$ cat src/rtl/manchester_link_ctrl.sv
// Manchester line-sync controller: hunts half-bit phase by slipping on invalid
// pairs, holds lock, and drives converter enable/sync plus NRZ and PAM4 strobes.
module manchester_link_ctrl #(
  parameter int LOCK_PAIRS = 8,
  parameter int LOSS_PAIRS = 3,
  parameter int ERR_W      = 8
) (
  input  logic             clock,
  input  logic             reset,
  input  logic             manchester_in,
  input  logic             err_clr,
  output logic             locked,
  output logic             conv_enable,
  output logic             dp_sync,
  output logic             half_phase,
  output logic             nrz_strobe,
  output logic             pam_strobe,
  output logic             code_err,
  output logic [ERR_W-1:0] err_count
);

  typedef enum logic {ST_HUNT = 1'b0, ST_LOCKED = 1'b1} state_t;

  localparam logic [7:0]       LOCK_TH = 8'(LOCK_PAIRS);
  localparam logic [7:0]       LOSS_TH = 8'(LOSS_PAIRS);
  localparam logic [ERR_W-1:0] ERR_MAX = {ERR_W{1'b1}};

  state_t           state_q, state_d;
  logic             half_q, half_d;
  logic             prev_q, prev_d;
  logic [7:0]       good_cnt_q, good_cnt_d;
  logic [7:0]       bad_run_q, bad_run_d;
  logic             sym_q, sym_d;
  logic             dp_sync_q, dp_sync_d;
  logic             nrz_strobe_q, nrz_strobe_d;
  logic             pam_strobe_q, pam_strobe_d;
  logic             code_err_q, code_err_d;
  logic [ERR_W-1:0] err_count_q, err_count_d;

  logic       pair_valid;
  logic [7:0] good_inc, bad_inc;

  assign pair_valid = prev_q ^ manchester_in;
  assign good_inc   = (good_cnt_q == 8'hFF) ? good_cnt_q : good_cnt_q + 8'd1;
  assign bad_inc    = (bad_run_q == 8'hFF) ? bad_run_q : bad_run_q + 8'd1;

  always_ff @(posedge clock or posedge reset) begin
    if (reset) begin
      state_q      <= ST_HUNT;
      half_q       <= 1'b0;
      prev_q       <= 1'b0;
      good_cnt_q   <= 8'd0;
      bad_run_q    <= 8'd0;
      sym_q        <= 1'b0;
      dp_sync_q    <= 1'b0;
      nrz_strobe_q <= 1'b0;
      pam_strobe_q <= 1'b0;
      code_err_q   <= 1'b0;
      err_count_q  <= '0;
    end else begin
      state_q      <= state_d;
      half_q       <= half_d;
      prev_q       <= prev_d;
      good_cnt_q   <= good_cnt_d;
      bad_run_q    <= bad_run_d;
      sym_q        <= sym_d;
      dp_sync_q    <= dp_sync_d;
      nrz_strobe_q <= nrz_strobe_d;
      pam_strobe_q <= pam_strobe_d;
      code_err_q   <= code_err_d;
      err_count_q  <= err_count_d;
    end
  end

  // Next-state: phase tracking, lock/loss decisions.
  always_comb begin
    state_d    = state_q;
    half_d     = half_q;
    prev_d     = prev_q;
    good_cnt_d = good_cnt_q;
    bad_run_d  = bad_run_q;
    sym_d      = sym_q;
    if (!half_q) begin
      prev_d = manchester_in;
      half_d = 1'b1;
    end else if (state_q == ST_HUNT) begin
      if (pair_valid) begin
        good_cnt_d = good_inc;
        half_d     = 1'b0;
        if (good_inc >= LOCK_TH) begin
          state_d   = ST_LOCKED;
          sym_d     = 1'b0;
          bad_run_d = 8'd0;
        end
      end else begin
        // Slip: the current sample becomes the first half of a new pair.
        prev_d     = manchester_in;
        good_cnt_d = 8'd0;
      end
    end else begin
      half_d = 1'b0;
      sym_d  = ~sym_q;
      if (pair_valid) begin
        bad_run_d = 8'd0;
      end else begin
        bad_run_d = bad_inc;
        if (bad_inc >= LOSS_TH) begin
          state_d    = ST_HUNT;
          good_cnt_d = 8'd0;
        end
      end
    end
  end

  // Registered outputs: pulses and the violation counter.
  always_comb begin
    dp_sync_d    = 1'b0;
    nrz_strobe_d = 1'b0;
    pam_strobe_d = 1'b0;
    code_err_d   = 1'b0;
    err_count_d  = err_count_q;
    if (half_q && state_q == ST_HUNT && pair_valid && good_inc >= LOCK_TH) begin
      dp_sync_d = 1'b1;
    end
    if (half_q && state_q == ST_LOCKED) begin
      nrz_strobe_d = 1'b1;
      pam_strobe_d = sym_q;
      if (!pair_valid) begin
        code_err_d = 1'b1;
        if (err_count_q != ERR_MAX) err_count_d = err_count_q + ERR_W'(1);
      end
    end
    if (err_clr) err_count_d = '0;
  end

  assign locked      = (state_q == ST_LOCKED);
  assign conv_enable = (state_q == ST_LOCKED);
  assign dp_sync     = dp_sync_q;
  assign half_phase  = half_q;
  assign nrz_strobe  = nrz_strobe_q;
  assign pam_strobe  = pam_strobe_q;
  assign code_err    = code_err_q;
  assign err_count   = err_count_q;

endmodule

$ cat config.mk
export PLATFORM = sky130hd
export DESIGN_NAME = manchester_link_ctrl
export DESIGN_NICKNAME = d
export VERILOG_FILES = /design/src/rtl/manchester_link_ctrl.sv
export SDC_FILE = /design/constraint.sdc
export NUM_CORES = 1
export LEC_CHECK = 0
export CORE_ASPECT_RATIO = 0.6
export CORE_UTILIZATION = 51
export DETAILED_ROUTE_END_ITERATION = 6
export GPL_TIMING_DRIVEN = 0
export HOLD_SLACK_MARGIN = 0.06
export PLACE_DENSITY = 0.78
export SYNTH_ARGS = -nofsm -noshare
export SYNTH_HDL_FRONTEND = slang
export SYNTH_SLANG_ARGS = --single-unit
$ cat constraint.sdc
create_clock -name clock -period 1.9 [get_ports clock]
set_input_delay 0.38 -clock clock [delete_from_list [all_inputs] [get_ports clock]]
set_output_delay 0.38 -clock clock [all_outputs]
set_load 0.05 [all_outputs]
* Word-level counts from Yosys, hierarchy flattened
Cells that the tools add are included.
W data, S select, Z words.
** Storage, ports and cells
- Bits in registers :: 32
- Logic and storage cells :: 71
- Bits of input ports :: 4
- Output and inout bits :: 15
** Operators by class
- Bitwise gates (word level) :: 3
- Eq/ne operators :: 8
- Add/subtract/negate cells :: 3
- Muxes and demuxes :: 32
- Reductions and logical operators :: 12
- Order comparisons :: 2
** Operators by type and width (number)
- $mux W8 :: 14
- $add A8 B1 Y8 const B :: 3
- $mux W1 :: 18
- $eq A8 B8 Y1 const B :: 2
- $reduce_and A3 Y1 :: 3
- $ge A8 B2 Y1 const B :: 1
- $ge A8 B4 Y1 const B :: 1
- $ne A2 B2 Y1 const B :: 4
- $ne A8 B8 Y1 const B :: 1
- $reduce_bool A2 Y1 :: 4
- $logic_and A1 B1 Y1 :: 4
- $ne A2 B1 Y1 const B :: 1
- $not A1 Y1 :: 2
- $reduce_and A2 Y1 :: 1
- $xor A1 B1 Y1 :: 1

* Depth between registers and ports, before layout
Gate-level depths: netlist of the first run.
- Depth after elaboration :: 6
- Depth in mapped cells :: 7
- Depth with buffers taken out :: 7

* Worst setup path after synthesis of the first run
OpenSTA, ideal clock, no wires.
- Kind :: register to register
- From :: reg err_count_q[0] (netlist: err_count[0])
- To :: reg err_count_q[3] (netlist: err_count[3])
- Data arrival time :: 1982 ps
- Path slack :: -154 ps
- Stages on the path, launching flop included :: 7
- Path buffers :: 0
- Period minus slack after synthesis :: 2054 ps
- Cell sequence :: dfrtp_1 > ha_1 > and2_1 > a311oi_2 > nand4_1 > xor2_1 > nor2_1
** On the way
- Word-level cells in the longest chain between the ends :: 5
** Ends and longest elaborated chain
- start: declaration :: RTL line 38 : logic [ERR_W-1:0] err_count_q, err_count_d;
- start signal: assignment :: RTL line 71 : err_count_q <= err_count_d;
- $add A8 B1 Y8 :: RTL line 130 : if (err_count_q != ERR_MAX) err_count_d = err_count_q + ERR_W'(1);
- $mux W8 :: RTL line 130
- $mux W8 :: RTL line 128 : if (!pair_valid) begin
- $mux W8 :: RTL line 125 : if (half_q && state_q == ST_LOCKED) begin
- $mux W8 :: RTL line 133 : if (err_clr) err_count_d = '0;
Parallel ways exist; a longest one is shown, timed or not. The select of a mux whose other input is x is not followed.
A chain may end at the register's enable or synchronous reset.

* Final worst setup path of the first run
- From :: reg good_cnt_q[0]
- To :: reg bad_run_q[7]
** On the way
- Word-level cells in the longest chain between the ends :: 5
** Ends and longest elaborated chain
- start: declaration :: RTL line 31 : logic [7:0] good_cnt_q, good_cnt_d;
- start signal: assignment :: RTL line 64 : good_cnt_q <= good_cnt_d;
- $add A8 B1 Y8 / $eq A8 B8 Y1 (equally long branches) :: RTL line 44 : assign good_inc = (good_cnt_q == 8'hFF) ? good_cnt_q : good_cnt_q + 8'd1;
- $mux W8 (*) :: RTL line 44
- $ge A8 B4 Y1 (*) :: RTL line 90 : if (good_inc >= LOCK_TH) begin
- $reduce_bool A2 Y1 (no source line) (*)
- $reduce_and A3 Y1 (no source line) (*)
- end signal: assignment :: RTL line 65 : bad_run_q <= bad_run_d;
- end: declaration :: RTL line 32 : logic [7:0] bad_run_q, bad_run_d;
Every way passes the cells marked *; elsewhere a longest branch is shown, timed or not.

==> results of run 1 <==
area by class of cell:
cell class	count	area, um2	share of cell area, %
buffer	9	76.3	3.07
clock buffer	6	82.6	3.32
clock inverter	2	10.0	0.402
inverter	11	41.3	1.66
multi-input combinational	149	1110	44.5
sequential	32	807	32.4
tap	45	56.3	2.26
timing repair buffer	32	307	12.3
what timing repair did:
action,in CTS,in global routing
setup buffers,3,11
setup endpoints to repair,23,28
endpoints found under the hold margin,0,0
pin swaps,4,10
resized for setup,14,23
worst max-delay path: stages, from the launching register on:
cell and delay (ns):
dfrtp_2 0.44, and3_1 0.18, buf_2 0.16, xor2_1 0.20
nor4b_4 0.37, a21oi_1 0.15, a311oi_1 0.23
per-layer routing:
metal / wire length [um] / vias to the layer above / GRT usage, %
met3: 396 / 15 / 8.22
met1: 2360 / 908 / 39.5
li1: - / 817 / -
met5: 0 / - / 0
met2: 2410 / 90 / 37.7
met4: 87 / 0 / 8.63
how the worst max path moves through the flow:
stage	slack (ns)	to	cells after the start	from
detailed placement	-0.38	bad_run_q[1]	5	manchester_in
global route	-0.006	err_count[3]	6	err_count[0]
floorplan	0.03	err_count[4]	6	err_count[0]
global placement	-0.32	bad_run_q[6]	5	manchester_in
CTS	0.004	err_count[1]	1	err_count[1]
finish	0.05	bad_run_q[7]	6	good_cnt_q[0]
metrics by stage:
stage	utilization, %	hold slack [ns]
after floorplan	-	0.431
after global placement	63.2	0.445
after detailed placement	63.2	0.466
after CTS	67.0	0.445
after global routing	73.1	0.367
final	73.1	0.338
where the power goes:
part | internal, mW | total (mW) | switching [mW]
sequential | 0.804 | 0.956 | 0.152
clock | 0.289 | 0.545 | 0.256
combinational | 0.498 | 1.24 | 0.745
total | 1.59 | 2.74 | 1.15
cells by family after synthesis:
kind of cell	count (synthesis)
and+or+nand+nor	73
adders and majority gates	3
muxes	3
AOI/OAI and AO/OA	59
xor gates and xnor gates	11
DFF	32
buffers and inverters	20
cell usage in the layout (no fill, tap or decap), drive strengths merged, types with 3 or more instances in the layout:
cell type / count
dfrtp: 32
buf: 22
nor2: 19
a21oi: 18
nand2: 17
o21ai: 10
inv: 9
clkbuf: 8
dlygate4sd2: 7
xor2: 7
nand3: 7
nand4: 6
a31oi: 6
and3: 6
dlymetal6s2s: 5
clkdlybuf4s50: 5
and2: 5
nor3: 4
xnor2: 4
a311oi: 4
clkinv: 4
ha: 3
a22oi: 3
o31ai: 3
a41oi: 3
==> flow_summary.json, run 1 <==
{
  "drv_slew": 0,
  "cts_buffers": 5,
  "grt_pass1_vias": 1688,
  "setup_violations": 0,
  "reg2regPathDepth": 6,
  "synthXorXnorAreaFrac_pct": 5.04,
  "synth.most_common_cell": "dfrtp_1",
  "required_ns": 2.09,
  "synthAdderAreaFrac_pct": 1.96,
  "die-area_um2": 4000,
  "synthSimpleGateAreaFrac_pct": 21.1,
  "synth_top_family_by_area": "compound AO/OA/AOI/OAI gates",
  "placed_area_um2": 2150,
  "cts.reportedPaths.clkPinSlew_ns": 0.07,
  "hpwl_um": 3430,
  "io_buffer_count": 17,
  "core_area_um2": 3400,
  "synth_seq_area_share_pct": 41.9,
  "cp.arrival_ns": 2.03,
  "synth_largest_area_cell": "dfrtp_1",
  "vdd_ir_drop_max_mv": 0.745,
  "firstDrtPassIters": 5,
  "hold_path.class": "input pin to async pin",
  "synth.area.top_cells": "dfrtp_1 (42%), a21oi_1 (4.7%), nor2_1 (3.7%)",
  "post-route-period-util_pct": 97.2,
  "drt-total-wl_um": 5260,
  "cp_max_fo": 7,
  "grt_max_degree": 33,
  "die_h_um": 49.4,
  "critPathLaunchType": "register",
  "grt_pass1_wl_um": 8070,
  "synth_area_um2": 1910,
  "pre_cts_ws_ns": -0.377,
  "cts_max_path_buffers": 2,
  "dp_cells": 263,
  "synth_nets": 208,
  "synthMuxAreaShare_pct": 1.64,
  "final_layout_size_suffix_gt1_share_pct": 25.7,
  "vias": 1830,
  "io_pins": 19,
  "cellLeakagePower_nw": 1.15,
  "synth_edf_count": 0,
  "postLayoutCellArea_um2": 2490,
  "status": "complete, no violations",
  "overflow": 0,
  "rows": 16,
  "end_kind": "register",
  "tns_ns": 0,
  "worstSetupPathType": "register to register",
  "cellPowerDensity_nw_per_um2": 1100,
  "track_usage_pct": 27.0,
  "final_net_count": 247,
  "gp_congestion": 0.945,
  "synth_seq_cells": 32,
  "ys_dominant_reg_cell": "dfrtp_1",
  "start_util_pct": 56.1,
  "routedWlPerCell_um": 18.4,
  "r2r_slack_ns": 0.05,
  "synthArstFlopShare_pct": 100,
  "yosysTopAreaCellShare_pct": 41.9,
  "cts-root-buf": "clkbuf_8",
  "report.power.total_mw": 2.74,
  "synth_compound_area_share_pct": 22.2,
  "antenna_found_initial": 0,
  "cts_tree": "built",
  "cts_sinks": 32,
  "final_cells": 286,
  "fmax_mhz": 541,
  "drtIter0Drc": 174,
  "ys_warn_count": 0,
  "worstMarginPinSlew_ns": 0.503,
  "ant_nets": 0,
  "r2r_start": "good_cnt_q[0]",
  "drv_cap": 0,
  "skew_ns": 0.00846,
  "hold_buffers": 0,
  "insertedDiodeCount": 0,
  "area_delta_synth_final_pct": 30.3,
  "viasPerCell": 6.40,
  "worstReg2RegEnd": "bad_run_q[7]",
  "fillers": 241,
  "yosysUniqueCellTypes": 53,
  "syn-mean-instance-area_um2": 9.51,
  "die_w_um": 81.0,
  "relSlewSlack_pct": 66.4,
  "post-route-min-period_ns": 1.85,
  "drc_errors": 0,
  "htree_levels": 2,
  "syn_inst": 201,
  "yosys-top-cells-count": "dfrtp_1 (32), nor2_1 (19), a21oi_1 (18)",
  "layout_setup_ws_ns": 0.0532,
  "hold_violations": 0,
  "clk_latency_ns": 0.28
}
(Power assumes the default switching activity.)
==> run 2, diff against run 1 <==
--- a/config.mk
+++ b/config.mk
@@ -7,10 +7,12 @@
 export LEC_CHECK = 0
 export CORE_ASPECT_RATIO = 0.6
 export CORE_UTILIZATION = 51
+export CTS_CLUSTER_DIAMETER = 200
 export DETAILED_ROUTE_END_ITERATION = 6
 export GPL_TIMING_DRIVEN = 0
 export HOLD_SLACK_MARGIN = 0.06
 export PLACE_DENSITY = 0.78
+export SETUP_SLACK_MARGIN = 0.2
 export SYNTH_ARGS = -nofsm -noshare
 export SYNTH_HDL_FRONTEND = slang
 export SYNTH_SLANG_ARGS = --single-unit
==> run 2 against run 1 <==
Net effect:
- register-to-register slack improved by 0.02 ns
- sequential power increased by 0.7%
- sequential cell count unchanged
- highest routed layer unchanged
- critical path type unchanged
- non-clock buffer count increased by 8
- via count increased by 1.7%
- critical path depth increased by 1
- clock power increased by 3%
==> flow_summary.json, run 2 (synthesis gave the netlist of run 1 again) <==
{
  "post-route-min-period_ns": 1.82,
  "seqPwrFrac_pct": 31.4,
  "fillers": 199,
  "area_delta_synth_final_pct": 43.0,
  "hold_path.class": "input pin to async pin",
  "worstReg2RegEnd": "bad_run_q[5]",
  "start_util_pct": 56.1,
  "firstDrtPassIters": 4,
  "ant_nets": 0,
  "vdd_ir_drop_max_mv": 0.853,
  "reg2regPathDepth": 7,
  "rows": 16,
  "placed_area_um2": 2180,
  "antenna_found_initial": 0,
  "worstSetupPathType": "register to register",
  "drv_slew": 0,
  "r2r_slack_ns": 0.08,
  "final_cell_mix": "buf_4 (22), dfrtp_1 (19), nor2_1 (18)",
  "fmax_mhz": 549,
  "critPathLaunch": "good_cnt_q[1]",
  "critPathLaunchType": "register",
  "cp_max_fo": 5,
  "p_comb_share_pct": 50.4,
  "core_area_um2": 3400,
  "final_common_cell": "buf_4",
  "pre_cts_ws_ns": -0.290,
  "io_buffer_count": 17,
  "report.power.total_mw": 3.07,
  "final_core_util_pct": 80.3,
  "grt_max_degree": 33,
  "required_ns": 2.11,
  "die-area_um2": 4000,
  "rsz0062_at_grt": "yes",
  "die_w_um": 81.0,
  "cellLeakagePower_nw": 1.17,
  "setup_violations": 0,
  "worstMarginPinSlew_ns": 0.575,
  "drc_errors": 0,
  "clk_latency_ns": 0.29,
  "io_pins": 19,
  "track_usage_pct": 29.4,
  "fin_hold_ws_ns": 0.396,
  "drt-total-wl_um": 5920,
  "intPower_mw": 1.71,
  "postLayoutCellArea_um2": 2730,
  "cellPowerDensity_nw_per_um2": 1120,
  "cts_tree": "built",
  "post-route-period-util_pct": 95.9,
  "cp.arrival_ns": 2.04,
  "die_h_um": 49.4,
  "final_net_count": 255,
  "end_kind": "register",
  "hold_violations": 0,
  "skew_ns": 0.00877,
  "overflow": 0,
  "grt_pass1_wl_um": 8690,
  "drtIter0Drc": 175,
  "cts.reportedPaths.clkPinSlew_ns": 0.07,
  "gp_congestion": 0.892,
  "cts_sinks": 32,
  "clkPwrFrac_pct": 18.2,
  "viasPerCell": 6.33,
  "drv_cap": 0,
  "grt_pass1_vias": 1739,
  "hpwl_um": 3380,
  "final_layout_size_suffix_gt1_share_pct": 41.8,
  "htree_levels": 2,
  "r2r_start": "good_cnt_q[1]",
  "cts_max_path_buffers": 2,
  "status": "complete, no violations",
  "cts-root-buf": "clkbuf_8",
  "routedWlPerCell_um": 20.1,
  "insertedDiodeCount": 0,
  "vias": 1861,
  "p_switching_mw": 1.36,
  "cts_buffers": 5,
  "switching_share_pct": 44.2,
  "relSlewSlack_pct": 61.2,
  "layout_setup_ws_ns": 0.0773,
  "endpoint": "bad_run_q[5]"
}
==> run 2: changes by cell type in the layout (fill, tap and decap cells not counted), sizes merged <==
cell           previous run  this run
clkbuf                    8        10
clkdlybuf4s50             5         1
inv                       9        10
clkdlybuf4s15             0         1
clkinv                    4         1
dlygate4sd2               7        14
buf                      22        31
dlymetal6s2s              5         0
==> run 2: stage by stage <==
step | instances | setup TNS [ns]
floorplan | 201 | 0
detailed placement | 263 | -4.38
global route | 294 | 0
CTS | 284 | 0
finish | 294 | 0
global placement | 263 | -3.33
==> run 2: power groups by stage <==
stage               Sequential (mW)  Clock [mW]  Combinational [mW]
floorplan                      1.01           0               0.697
global placement              0.930           0                1.02
detailed placement            0.939           0                1.05
CTS                           0.941       0.548                1.34
global route                  0.979       0.585                1.64
finish                        0.963       0.560                1.55
==> run 2: routing by layer <==
metal | global-route usage [%] | share of wire (%)
met2 | 42.0 | 46
met5 | 0 | 0
met3 | 7.29 | 6.4
met4 | 8.33 | 1.8
met1 | 43.7 | 46
==> run 2: worst min path at each step <==
| stage | start | endpoint | slack (ns) |
|---|---|---|---|
| 2_1_floorplan | sym_q | sym_q | 0.43 |
| 3_3_place_gp | sym_q | sym_q | 0.46 |
| 3_5_place_dp | sym_q | sym_q | 0.46 |
| 4_1_cts | err_clr | err_count[7] | 0.43 |
| 5_1_grt | reset | err_count[7] | 0.43 |
| 6_report | reset | err_count[7] | 0.40 |
==> run 2: worst max-delay path, cell delays in order (launching register included) <==
cell     delay, ns
dfrtp_1       0.43
ha_4          0.19
and3_4        0.18
or2_4         0.23
a22oi_2       0.25
buf_6         0.18
a21oi_4       0.09
o22ai_2       0.18
==> run 2: layout make-up <==
| type | instances | area, um2 | share of cell area (%) |
|---|---|---|---|
| clock buffer | 8 | 90.1 | 3.30 |
| timing repair buffer | 40 | 348 | 12.7 |
| multi-input combinational | 149 | 1300 | 47.4 |
| inverter | 11 | 42.5 | 1.56 |
| sequential | 32 | 817 | 29.9 |
| buffer | 9 | 82.6 | 3.02 |
| tap | 45 | 56.3 | 2.06 |
==> run 2: what timing repair did <==
action | 4_1_cts | 5_1_grt
resized for setup | 54 | 29
setup endpoints to repair | 39 | 27
pin swaps | 18 | 16
hold buffers | 0 | 0
buffers inserted | 13 | 9
